### config.mk
export PLATFORM = sky130hd
export DESIGN_NAME = wb_arb5_flat
export DESIGN_NICKNAME = d
export VERILOG_FILES = /design/src/rtl/wb_arb5_if.sv /design/src/rtl/wb_arb5.sv /design/src/flat_wrapper.sv
export SDC_FILE = /design/constraint.sdc
export NUM_CORES = 1
export LEC_CHECK = 0
export BUFFER_PORTS_ARGS = -buffer_cell sky130_fd_sc_hd__clkbuf_2
export CORE_UTILIZATION = 59
export DETAILED_ROUTE_END_ITERATION = 8
export HOLD_SLACK_MARGIN = 0.08
export PLACE_DENSITY = 0.88
export SYNTH_ARGS = -nofsm -noshare
export SYNTH_HDL_FRONTEND = slang
export SYNTH_SLANG_ARGS = --single-unit
export TNS_END_PERCENT = 30
### constraint.sdc
create_clock -name clk -period 10.4 [get_ports clk]
set_clock_uncertainty 0.05 [all_clocks]
set_input_delay 1.56 -clock clk [delete_from_list [all_inputs] [get_ports clk]]
set_output_delay 1.56 -clock clk [all_outputs]
set_load 0.01 [all_outputs]
### src/rtl/wb_arb5_if.sv
// wb_arb5_if: write-port arbitration bus between the five result producers
// and the register-file write-back arbiter.
//   req[4:0]        producer write requests (level)
//   waddr0..waddr4  destination register of each producer
//   stall           pipeline stall, suppresses grants
//   gnt[4:0]        registered one-hot grant
//   s[2:0]          write-data mux select (binary index of grantee)
//   we              register-file write enable
//   waddr           register-file write address
// master: producer/pipeline side; slave: arbiter side.
interface wb_arb5_if #(parameter int AW = 4);
  logic [4:0]    req;
  logic [AW-1:0] waddr0;
  logic [AW-1:0] waddr1;
  logic [AW-1:0] waddr2;
  logic [AW-1:0] waddr3;
  logic [AW-1:0] waddr4;
  logic          stall;
  logic [4:0]    gnt;
  logic [2:0]    s;
  logic          we;
  logic [AW-1:0] waddr;

  modport master (
    output req, waddr0, waddr1, waddr2, waddr3, waddr4, stall,
    input  gnt, s, we, waddr
  );

  modport slave (
    input  req, waddr0, waddr1, waddr2, waddr3, waddr4, stall,
    output gnt, s, we, waddr
  );
endinterface

### src/rtl/wb_arb5.sv
// wb_arb5: round-robin scheduler for the 16-bit register-file write port.
// Five producers (ALU, load, immediate, PC link, I/O) share one write port;
// the block picks one requester per cycle and drives the 5:1 data-mux
// select, write enable and write address. All outputs are registered.
// Ports:
//   clk    clock, rising edge
//   rst_n  asynchronous active-low reset
//   bus    wb_arb5_if slave modport (req/waddrN/stall in, gnt/s/we/waddr out)
module wb_arb5 #(
  parameter int AW = 4
) (
  input  logic        clk,
  input  logic        rst_n,
  wb_arb5_if.slave    bus
);

  logic [2:0]    ptr;
  logic [4:0]    elig;
  logic [2:0]    base;
  logic [3:0]    idx;
  logic          found;
  logic [2:0]    win;
  logic [2:0]    ptr_nxt;
  logic [AW-1:0] waddr_sel;

  always_comb begin
    // The current grantee is masked for one cycle so a held request
    // cannot produce two writes from one grant.
    elig  = bus.req & ~bus.gnt;
    // Pointer values 5..7 are unreachable; fold them to 0 defensively.
    base  = (ptr > 3'd4) ? 3'd0 : ptr;
    found = 1'b0;
    win   = 3'd0;
    idx   = 4'd0;
    for (int k = 0; k < 5; k++) begin
      idx = {1'b0, base} + 4'(k);
      if (idx >= 4'd5) idx = idx - 4'd5;
      if (!found && elig[idx[2:0]]) begin
        found = 1'b1;
        win   = idx[2:0];
      end
    end
    ptr_nxt = (win == 3'd4) ? 3'd0 : win + 3'd1;
    case (win)
      3'd0:    waddr_sel = bus.waddr0;
      3'd1:    waddr_sel = bus.waddr1;
      3'd2:    waddr_sel = bus.waddr2;
      3'd3:    waddr_sel = bus.waddr3;
      3'd4:    waddr_sel = bus.waddr4;
      default: waddr_sel = bus.waddr0;
    endcase
  end

  always_ff @(posedge clk or negedge rst_n) begin
    if (!rst_n) begin
      ptr       <= 3'd0;
      bus.gnt   <= 5'd0;
      bus.s     <= 3'd0;
      bus.we    <= 1'b0;
      bus.waddr <= '0;
    end else if (bus.stall || !found) begin
      // S, WADDR and PTR hold so the mux stays quiet while idle.
      bus.gnt <= 5'd0;
      bus.we  <= 1'b0;
    end else begin
      ptr       <= ptr_nxt;
      bus.gnt   <= 5'd1 << win;
      bus.s     <= win;
      bus.we    <= 1'b1;
      bus.waddr <= waddr_sel;
    end
  end

endmodule

### src/flat_wrapper.sv
// flat-port wrapper written by rule: the top's interface ports become plain ports
module wb_arb5_flat 
#(
  parameter int AW = 4
)
  (clk, rst_n, bus_req, bus_waddr0, bus_waddr1, bus_waddr2, bus_waddr3, bus_waddr4, bus_stall, bus_gnt, bus_s, bus_we, bus_waddr);
  wb_arb5_if #(.AW(AW)) bus_i ();
  input  logic clk;
  input  logic rst_n;
  input wire logic [$bits(bus_i.req)-1:0] bus_req;
  input wire logic [$bits(bus_i.waddr0)-1:0] bus_waddr0;
  input wire logic [$bits(bus_i.waddr1)-1:0] bus_waddr1;
  input wire logic [$bits(bus_i.waddr2)-1:0] bus_waddr2;
  input wire logic [$bits(bus_i.waddr3)-1:0] bus_waddr3;
  input wire logic [$bits(bus_i.waddr4)-1:0] bus_waddr4;
  input wire logic [$bits(bus_i.stall)-1:0] bus_stall;
  output wire logic [$bits(bus_i.gnt)-1:0] bus_gnt;
  output wire logic [$bits(bus_i.s)-1:0] bus_s;
  output wire logic [$bits(bus_i.we)-1:0] bus_we;
  output wire logic [$bits(bus_i.waddr)-1:0] bus_waddr;
  assign bus_i.req = bus_req;
  assign bus_i.waddr0 = bus_waddr0;
  assign bus_i.waddr1 = bus_waddr1;
  assign bus_i.waddr2 = bus_waddr2;
  assign bus_i.waddr3 = bus_waddr3;
  assign bus_i.waddr4 = bus_waddr4;
  assign bus_i.stall = bus_stall;
  assign bus_gnt = bus_i.gnt;
  assign bus_s = bus_i.s;
  assign bus_we = bus_i.we;
  assign bus_waddr = bus_i.waddr;
  wb_arb5 #(.AW(AW)) u_core (.clk(clk), .rst_n(rst_n), .bus(bus_i));
endmodule
==> flow_metrics.env, run 1 <==
export IMPL_post_cts_resized=0
export IMPL_relSlewSlack=0.5671
export IMPL_crit_fanout=8
export IMPL_areaGrowthSynthToFinish_pct=11.50
export IMPL_crit_family="simple AND/OR/NAND/NOR gates"
export IMPL_yosysWarnings=0
export IMPL_avgRoutedWirePerCell_um=17.60
export IMPL_setup_viol=0
export IMPL_cts_root_buf="clkbuf_4"
export IMPL_layout_commonest_cell="clkbuf_2"
export IMPL_synthFlopType="dfrtp_1"
export IMPL_coreArea_sq_um=2853
export IMPL_fin_nets=292
export IMPL_final_util=0.7228
export IMPL_hold_viol_final=0
export IMPL_nFillCells=234
export IMPL_diodes=0
export IMPL_cts_buffer_depth=2
export IMPL_status="finished, violations left"
export IMPL_die_h_um=57.99
export IMPL_cp_required_ps=10550
export IMPL_drive_gt1_frac=0.2440
export IMPL_critPathCaptureType="flop"
export IMPL_finalCriticalPeriod_ps=5371
export IMPL_max_freq_mhz=186.2
export IMPL_netlist_area_sq_um=1849
export IMPL_ys_types=60
export IMPL_wirelength_um=4946
export IMPL_critPathCapture="u_core.bus.waddr[1]"
export IMPL_grt_start_max_net_pins=25
export IMPL_chipWidth_um=57.99
export IMPL_critPathSlowestCell="dfrtp_1"
export IMPL_crit_chain="nor2b_1 -> inv_1 -> ha_1 -> ha_1 -> and4b_1 -> o31ai_1 -> nor3_1 -> o31ai_2 -> nor3b_2 -> nand2_1 -> o22ai_2 -> inv_1 -> ha_1 -> or3_1 -> mux2_4 -> o311a_1"
export IMPL_regToRegEndpoint="u_core.bus.waddr[1]"
export IMPL_clkTransAtPathRegs_ps=110
export IMPL_synthCells=217
export IMPL_port_buffers=40
export IMPL_crit_top_cell="ha_1"
export IMPL_max_stage_delay_ps=490
export IMPL_worst_pin_slew_ps=649.3
export IMPL_cts_sinks=16
export IMPL_avgSynthCellArea_sq_um=8.522
export IMPL_initial_core_util=0.6482
export IMPL_numCtsBuffers=3
export IMPL_timing_final_crit_share=0.5164
export IMPL_final_setup_tns_ps=0
export IMPL_insertion_delay_ps=300
export IMPL_critical_path_depth=16
export IMPL_cp_num_buf_inv=2
export IMPL_die_area_sq_um=3362
export IMPL_antenna_found_initial=0
export IMPL_hp_start="u_core.bus.s[0]"
export IMPL_ctsHoldBuffers=0
export IMPL_critPathArrivalTime_ps=5520
export IMPL_crit_type="flop to flop"
export IMPL_cp_startpoint="u_core.ptr[1]"
export IMPL_grt_setup_unrepaired="false"
export IMPL_mostFrequentLayoutCells="clkbuf_2, dfrtp_1, a21oi_1, nor2_1, ha_1"
export IMPL_startpoint_type="flop"
export IMPL_cts_setup_buffers=0
export IMPL_h_tree_depth=1
export IMPL_syn_nets=258
export IMPL_grt_pass1_vias=1728
export IMPL_grt_pass1_wl_um=8086
export IMPL_firstDrtPassIters=7
export IMPL_grt_use_total=0.3089
export IMPL_maxSlewViolCount=0
export IMPL_regArea_sq_um=400.4
export IMPL_io_pins=41
export IMPL_max_cap_viol_count=0
export IMPL_std_cell_rows=19
export IMPL_routabilityCongestion=0.9282
export IMPL_drc=1
export IMPL_synthArstFlopShare=1.000
export IMPL_drtIter0Drc=214
export IMPL_multi_input_area_sq_um=1349
export IMPL_r2r_cells=16
export IMPL_r2r_start="u_core.ptr[1]"
export IMPL_cts_tree="done"
export IMPL_rrSetupSlack_ps=5030
export IMPL_routed_via_density=6.740
export IMPL_hpwl_um=3730
export IMPL_grt_overflow=0
export IMPL_hp_class="flop to flop"
export IMPL_violations="DRC"
export IMPL_synth_edf_count=0
export IMPL_synth_yosys_seq_area_share=0.2165
export IMPL_ys_ff_latch=16
export IMPL_ant_nets=0
export IMPL_vias=1894
-- final cells by class --
type	count	area share
sequential	16	0.1942
inverter	10	0.01820
tap	31	0.01881
clock buffer	4	0.01760
multi-input combinational	180	0.6541
timing repair buffer	40	0.09709
-- kinds of logic after synthesis --
family | share of synthesized area
XOR/XNOR | 0.01421
multiplexers | 0.06089
AND/OR/NAND/NOR | 0.2456
adder cells (fa/ha/maj) | 0.08796
AO/OA/AOI/OAI | 0.3207
buffers and inverters | 0.05412
flip-flops | 0.2165
-- cells in the mapped netlist (all sizes together) (4+ instances only) --
cell,n,area share
nor2,13,0.026
o311a,4,0.022
mux2i,6,0.032
nor2b,6,0.020
a21oi,17,0.050
nand2,10,0.020
dfrtp,16,0.22
a222oi,4,0.022
a41oi,4,0.019
o31ai,7,0.034
o21a,6,0.024
inv,10,0.020
nand2b,8,0.027
o21ai,12,0.035
ha,13,0.088
and2,5,0.017
buf,10,0.032
nand4b,4,0.019
nor3,6,0.016
mux2,4,0.028
and3,8,0.030
-- per-layer routing --
metal / global-route usage / up-vias / share of wire
met2: 0.4844 / 104 / 0.47
met3: 0.04241 / 7 / 0.076
met5: 0 / - / 0
li1: - / 901 / -
met4: 0.05782 / 0 / 0.0063
met1: 0.4577 / 882 / 0.44
-- how the worst min path moves through the flow --
stage	cells after the start	endpoint	slack, ps
3_3_place_gp	2	u_core.bus.s[1]	460
4_1_cts	1	u_core.bus.s[0]	500
5_1_grt	1	u_core.bus.s[0]	510
2_1_floorplan	1	u_core.bus.s[0]	500
3_5_place_dp	1	u_core.bus.s[0]	470
6_report	1	u_core.bus.s[0]	510
-- flip-flops by register name, indices dropped and copies added (netlist names) --
name and cells:
u_core.bus.gnt 5, u_core.bus.s 3, u_core.ptr 3, u_core.bus.we 1, u_core.bus.waddr 4
-- stage by stage --
stage               worst slack [ps]  cells  cell area (sq um)  hold WS (ps)
global route                    4593    281               2062         513.0
floorplan                       5699    217               1849         501.9
global placement                5393    277               2026         459.5
finish                          5029    281               2062         506.5
CTS                             5104    281               2062         498.0
detailed placement              5152    277               2026         471.4
Power of run 1 is not shown: default switching activity piles up to over one toggle a cycle in this logic, so the estimate is an artifact.
==> run 2: changes to the inputs <==
CORE_UTILIZATION = 55   (was 59)
PLACE_DENSITY = 0.83   (was 0.88)
clock period = 5.1 ns   (was 10.4 ns; I/O delays follow)
==> flow_metrics.env, run 2 (synthesis gave the netlist of run 1 again) <==
export IMPL_antenna_found_initial=0
export IMPL_final_util=0.6860
export IMPL_nFillCells=268
export IMPL_hp_class="input port to async pin"
export IMPL_chipWidth_um=59.99
export IMPL_avgRoutedWirePerCell_um=16.65
export IMPL_io_pins=41
export IMPL_hold_viol_final=0
export IMPL_crit_type="flop to flop"
export IMPL_drive_gt1_frac=0.2802
export IMPL_grt_pass1_vias=1745
export IMPL_maxSlewViolCount=0
export IMPL_top_regs="u_core.bus.gnt: 5 flops, u_core.bus.waddr: 4 flops"
export IMPL_multi_input_area_sq_um=1368
export IMPL_cts_root_buf="clkbuf_4"
export IMPL_relSlewSlack=0.6373
export IMPL_worst_pin_slew_ps=542.7
export IMPL_setup_viol=0
export IMPL_die_area_sq_um=3598
export IMPL_cp_required_ps=5220
export IMPL_coreArea_sq_um=3128
export IMPL_max_freq_mhz=203.2
export IMPL_grt_start_max_net_pins=25
export IMPL_wirelength_um=5011
export IMPL_die_h_um=59.99
export IMPL_drc=0
export IMPL_rrSetupSlack_ps=180
export IMPL_port_buffers=40
export IMPL_mostFrequentLayoutCells="clkbuf_2, a21oi_1, dfrtp_1, nor2_1, ha_1"
export IMPL_grt_use_total=0.3032
export IMPL_status="finished clean"
export IMPL_crit_fanout=12
export IMPL_critPathArrivalTime_ps=5040
export IMPL_critPathCaptureType="flop"
export IMPL_areaGrowthSynthToFinish_pct=16.04
export IMPL_timing_final_crit_share=0.9650
export IMPL_firstDrtPassIters=4
export IMPL_cts_setup_buffers=0
export IMPL_hpwl_um=3984
export IMPL_max_cap_viol_count=0
export IMPL_cts_sinks=16
export IMPL_insertion_delay_ps=280
export IMPL_grt_overflow=0
export IMPL_regArea_sq_um=402.9
export IMPL_layout_commonest_cell="clkbuf_2"
export IMPL_routed_via_density=6.375
export IMPL_h_tree_depth=1
export IMPL_finalCriticalPeriod_ps=4921
export IMPL_clkTransAtPathRegs_ps=80
export IMPL_largest_reg_flops=5
export IMPL_ant_nets=0
export IMPL_vias=1919
export IMPL_startpoint_type="flop"
export IMPL_cts_tree="done"
export IMPL_cts_buffer_depth=2
export IMPL_numCtsBuffers=3
export IMPL_routabilityCongestion=0.9963
export IMPL_grt_pass1_wl_um=8135
export IMPL_initial_core_util=0.5912
export IMPL_drtIter0Drc=168
export IMPL_diodes=0
export IMPL_fin_nets=300
export IMPL_std_cell_rows=20
export IMPL_top_register="u_core.bus.gnt"
==> run 2: worst max-delay path, cell delays in order, from the launching register on <==
cell and delay, ps:
dfrtp_2 490, or3b_4 490, inv_2 180, ha_1 290, nand2b_1 270, a21oi_2 240, a21oi_1 80, or4_4 550
and3_4 190, or3_1 360, a21oi_2 190, o22ai_4 120, ha_1 290, or3_1 410, mux2_4 320, o311a_1 290
==> run 2: final cells by class <==
type	count	share of cell area
well taps	44	0.02566
multi-input cells	180	0.6373
inverters	10	0.01749
repair buffers	48	0.1213
flip-flops and latches	16	0.1878
clock buffers	3	0.01050
==> run 2: stage by stage <==
stage	hold slack, ps	std cells	cell area, sq um	TNS [ps]	worst slack [ps]
3_3_place_gp	472.1	298	2102	0	391.4
5_1_grt	350.8	301	2146	-86.02	-26.94
6_report	339.1	301	2146	0	178.5
4_1_cts	345.1	301	2125	0	229.9
2_1_floorplan	419.4	217	1849	0	398.9
3_5_place_dp	463.0	298	2102	0	239.6
==> run 2: routing by layer <==
metal	global-route usage	routed length, um
met5	0	0
met3	0.04978	412
met1	0.4431	2172
met2	0.4492	2308
met4	0.1030	118
==> run 2: path summary, 6_finish.rpt <==
kind | from | endpoint | cells after the start
setup / recovery | u_core.ptr[0] | u_core.bus.waddr[0] | 15
hold / removal | rst_n | u_core.bus.waddr[3] | 1
setup reg to reg | u_core.ptr[0] | u_core.bus.waddr[0] | 15
hold reg to reg | u_core.bus.s[0] | u_core.bus.s[0] | 1
max in group asynchronous | rst_n | u_core.ptr[2] | 1
min in group clk | u_core.bus.s[0] | u_core.bus.s[0] | 1
==> run 2: timing repair <==
action / 4_1_cts / 5_1_grt
gates resized for setup: 0 / 6
hold buffers: 0 / 0
endpoints found under the setup margin: 0 / 4
Power of run 2 is left out for the same reason.
==> run 3: changes to the inputs <==
CORE_MARGIN = 2   (was default)
==> flow_metrics.env, run 3 (synthesis gave the netlist of run 1 again) <==
export IMPL_status="finished clean"
export IMPL_timing_final_crit_share=0.9469
export IMPL_crit_fanout=12
export IMPL_regToRegEndpoint="u_core.bus.waddr[0]"
export IMPL_setup_viol=0
export IMPL_critPathCaptureType="flop"
export IMPL_wirelength_um=4914
export IMPL_hpwl_um=3860
export IMPL_numCtsBuffers=3
export IMPL_cp_required_ps=5240
export IMPL_largest_reg_flops=5
export IMPL_die_area_sq_um=3842
export IMPL_firstDrtPassIters=4
export IMPL_io_pins=41
export IMPL_clkTransAtPathRegs_ps=90
export IMPL_startpoint_type="flop"
export IMPL_insertion_delay_ps=290
export IMPL_max_freq_mhz=207.1
export IMPL_antenna_found_initial=0
export IMPL_crit_family="simple AND/OR/NAND/NOR gates"
export IMPL_maxSlewViolCount=0
export IMPL_layout_commonest_cell="clkbuf_2"
export IMPL_worst_pin_slew_ps=628.5
export IMPL_critical_path_depth=15
export IMPL_r2r_cells=15
export IMPL_r2r_start="u_core.ptr[0]"
export IMPL_cts_root_buf="clkbuf_4"
export IMPL_mostFrequentLayoutCells="clkbuf_2, a21oi_1, dfrtp_1, nor2_1, ha_1"
export IMPL_ant_nets=0
export IMPL_cts_sinks=16
export IMPL_grt_use_total=0.2604
export IMPL_regArea_sq_um=402.9
export IMPL_grt_pass1_vias=1659
export IMPL_cts_tree="done"
export IMPL_rrSetupSlack_ps=270
export IMPL_grt_overflow=0
export IMPL_crit_type="flop to flop"
export IMPL_cp_num_buf_inv=1
export IMPL_relSlewSlack=0.5751
export IMPL_hold_viol_final=0
export IMPL_drc=0
export IMPL_routed_via_density=6.330
export IMPL_hp_class="input port to async pin"
export IMPL_die_h_um=61.99
export IMPL_crit_chain="or3b_4 -> inv_2 -> ha_1 -> nand2b_1 -> a21oi_1 -> a21oi_1 -> or4_4 -> and3_4 -> or3_1 -> a21oi_2 -> o22ai_2 -> ha_1 -> or3_1 -> mux2_4 -> o311a_1"
export IMPL_top_register="u_core.bus.gnt"
export IMPL_coreArea_sq_um=3284
export IMPL_grt_pass1_wl_um=7458
export IMPL_grt_setup_unrepaired="false"
export IMPL_multi_input_area_sq_um=1349
export IMPL_routabilityCongestion=0.9551
export IMPL_avgRoutedWirePerCell_um=16.22
export IMPL_cts_setup_buffers=0
export IMPL_max_stage_delay_ps=540
export IMPL_drtIter0Drc=184
export IMPL_std_cell_rows=21
export IMPL_fin_nets=300
export IMPL_cts_buffer_depth=2
export IMPL_port_buffers=40
export IMPL_h_tree_depth=1
export IMPL_diodes=0
export IMPL_critPathArrivalTime_ps=4970
export IMPL_chipWidth_um=61.99
export IMPL_final_setup_tns_ps=0
export IMPL_max_cap_viol_count=0
export IMPL_grt_start_max_net_pins=25
export IMPL_critPathSlowestCell="or4_4"
export IMPL_initial_core_util=0.5630
export IMPL_drive_gt1_frac=0.2724
export IMPL_areaGrowthSynthToFinish_pct=15.16
export IMPL_nFillCells=298
export IMPL_vias=1918
export IMPL_top_regs="u_core.bus.gnt: 5 flops, u_core.bus.waddr: 4 flops"
export IMPL_finalCriticalPeriod_ps=4829
run 3: repair_timing:
action	in CTS	in global routing
endpoints found under the hold margin	0	0
hold buffers	0	0
gates resized for setup	0	2
endpoints found under the setup margin	0	4
run 3: worst max path at each step:
stage / startpoint / end / slack, ps
floorplan: u_core.ptr[2] / u_core.bus.waddr[0] / 400
global placement: u_core.ptr[0] / u_core.bus.waddr[0] / 390
detailed placement: u_core.ptr[2] / u_core.bus.waddr[0] / 260
CTS: u_core.ptr[2] / u_core.bus.waddr[0] / 250
global route: u_core.ptr[1] / u_core.bus.waddr[1] / 20
finish: u_core.ptr[0] / u_core.bus.waddr[0] / 270
run 3: final cells by class:
| class | instances | share of cell area |
|---|---|---|
| clock buffer | 3 | 0.01058 |
| tap | 46 | 0.02703 |
| inverter | 10 | 0.01763 |
| timing repair buffer | 48 | 0.1222 |
| sequential | 16 | 0.1892 |
| multi-input combinational | 180 | 0.6334 |
run 3: through the flow:
step,hold WS [ps],std cells,util,setup WS [ps],instance area (sq um)
global placement,461.6,300,0.6408,391.9,2105
CTS,343.7,303,0.6476,246.9,2127
floorplan,419.4,217,-,398.9,1849
finish,333.7,303,0.6484,271.0,2130
global route,355.9,303,0.6484,21.52,2130
detailed placement,472.5,300,0.6408,262.9,2105
run 3: routing by layer:
layer | track usage | part of all wire | up-vias | wire length, um
li1 | - | - | 921 | -
met1 | 0.3592 | 0.44 | 901 | 2179
met2 | 0.4122 | 0.47 | 78 | 2286
met3 | 0.04762 | 0.064 | 18 | 314
met4 | 0.08207 | 0.027 | 0 | 133
met5 | 0 | 0 | - | 0
Power of run 3 is left out for the same reason.
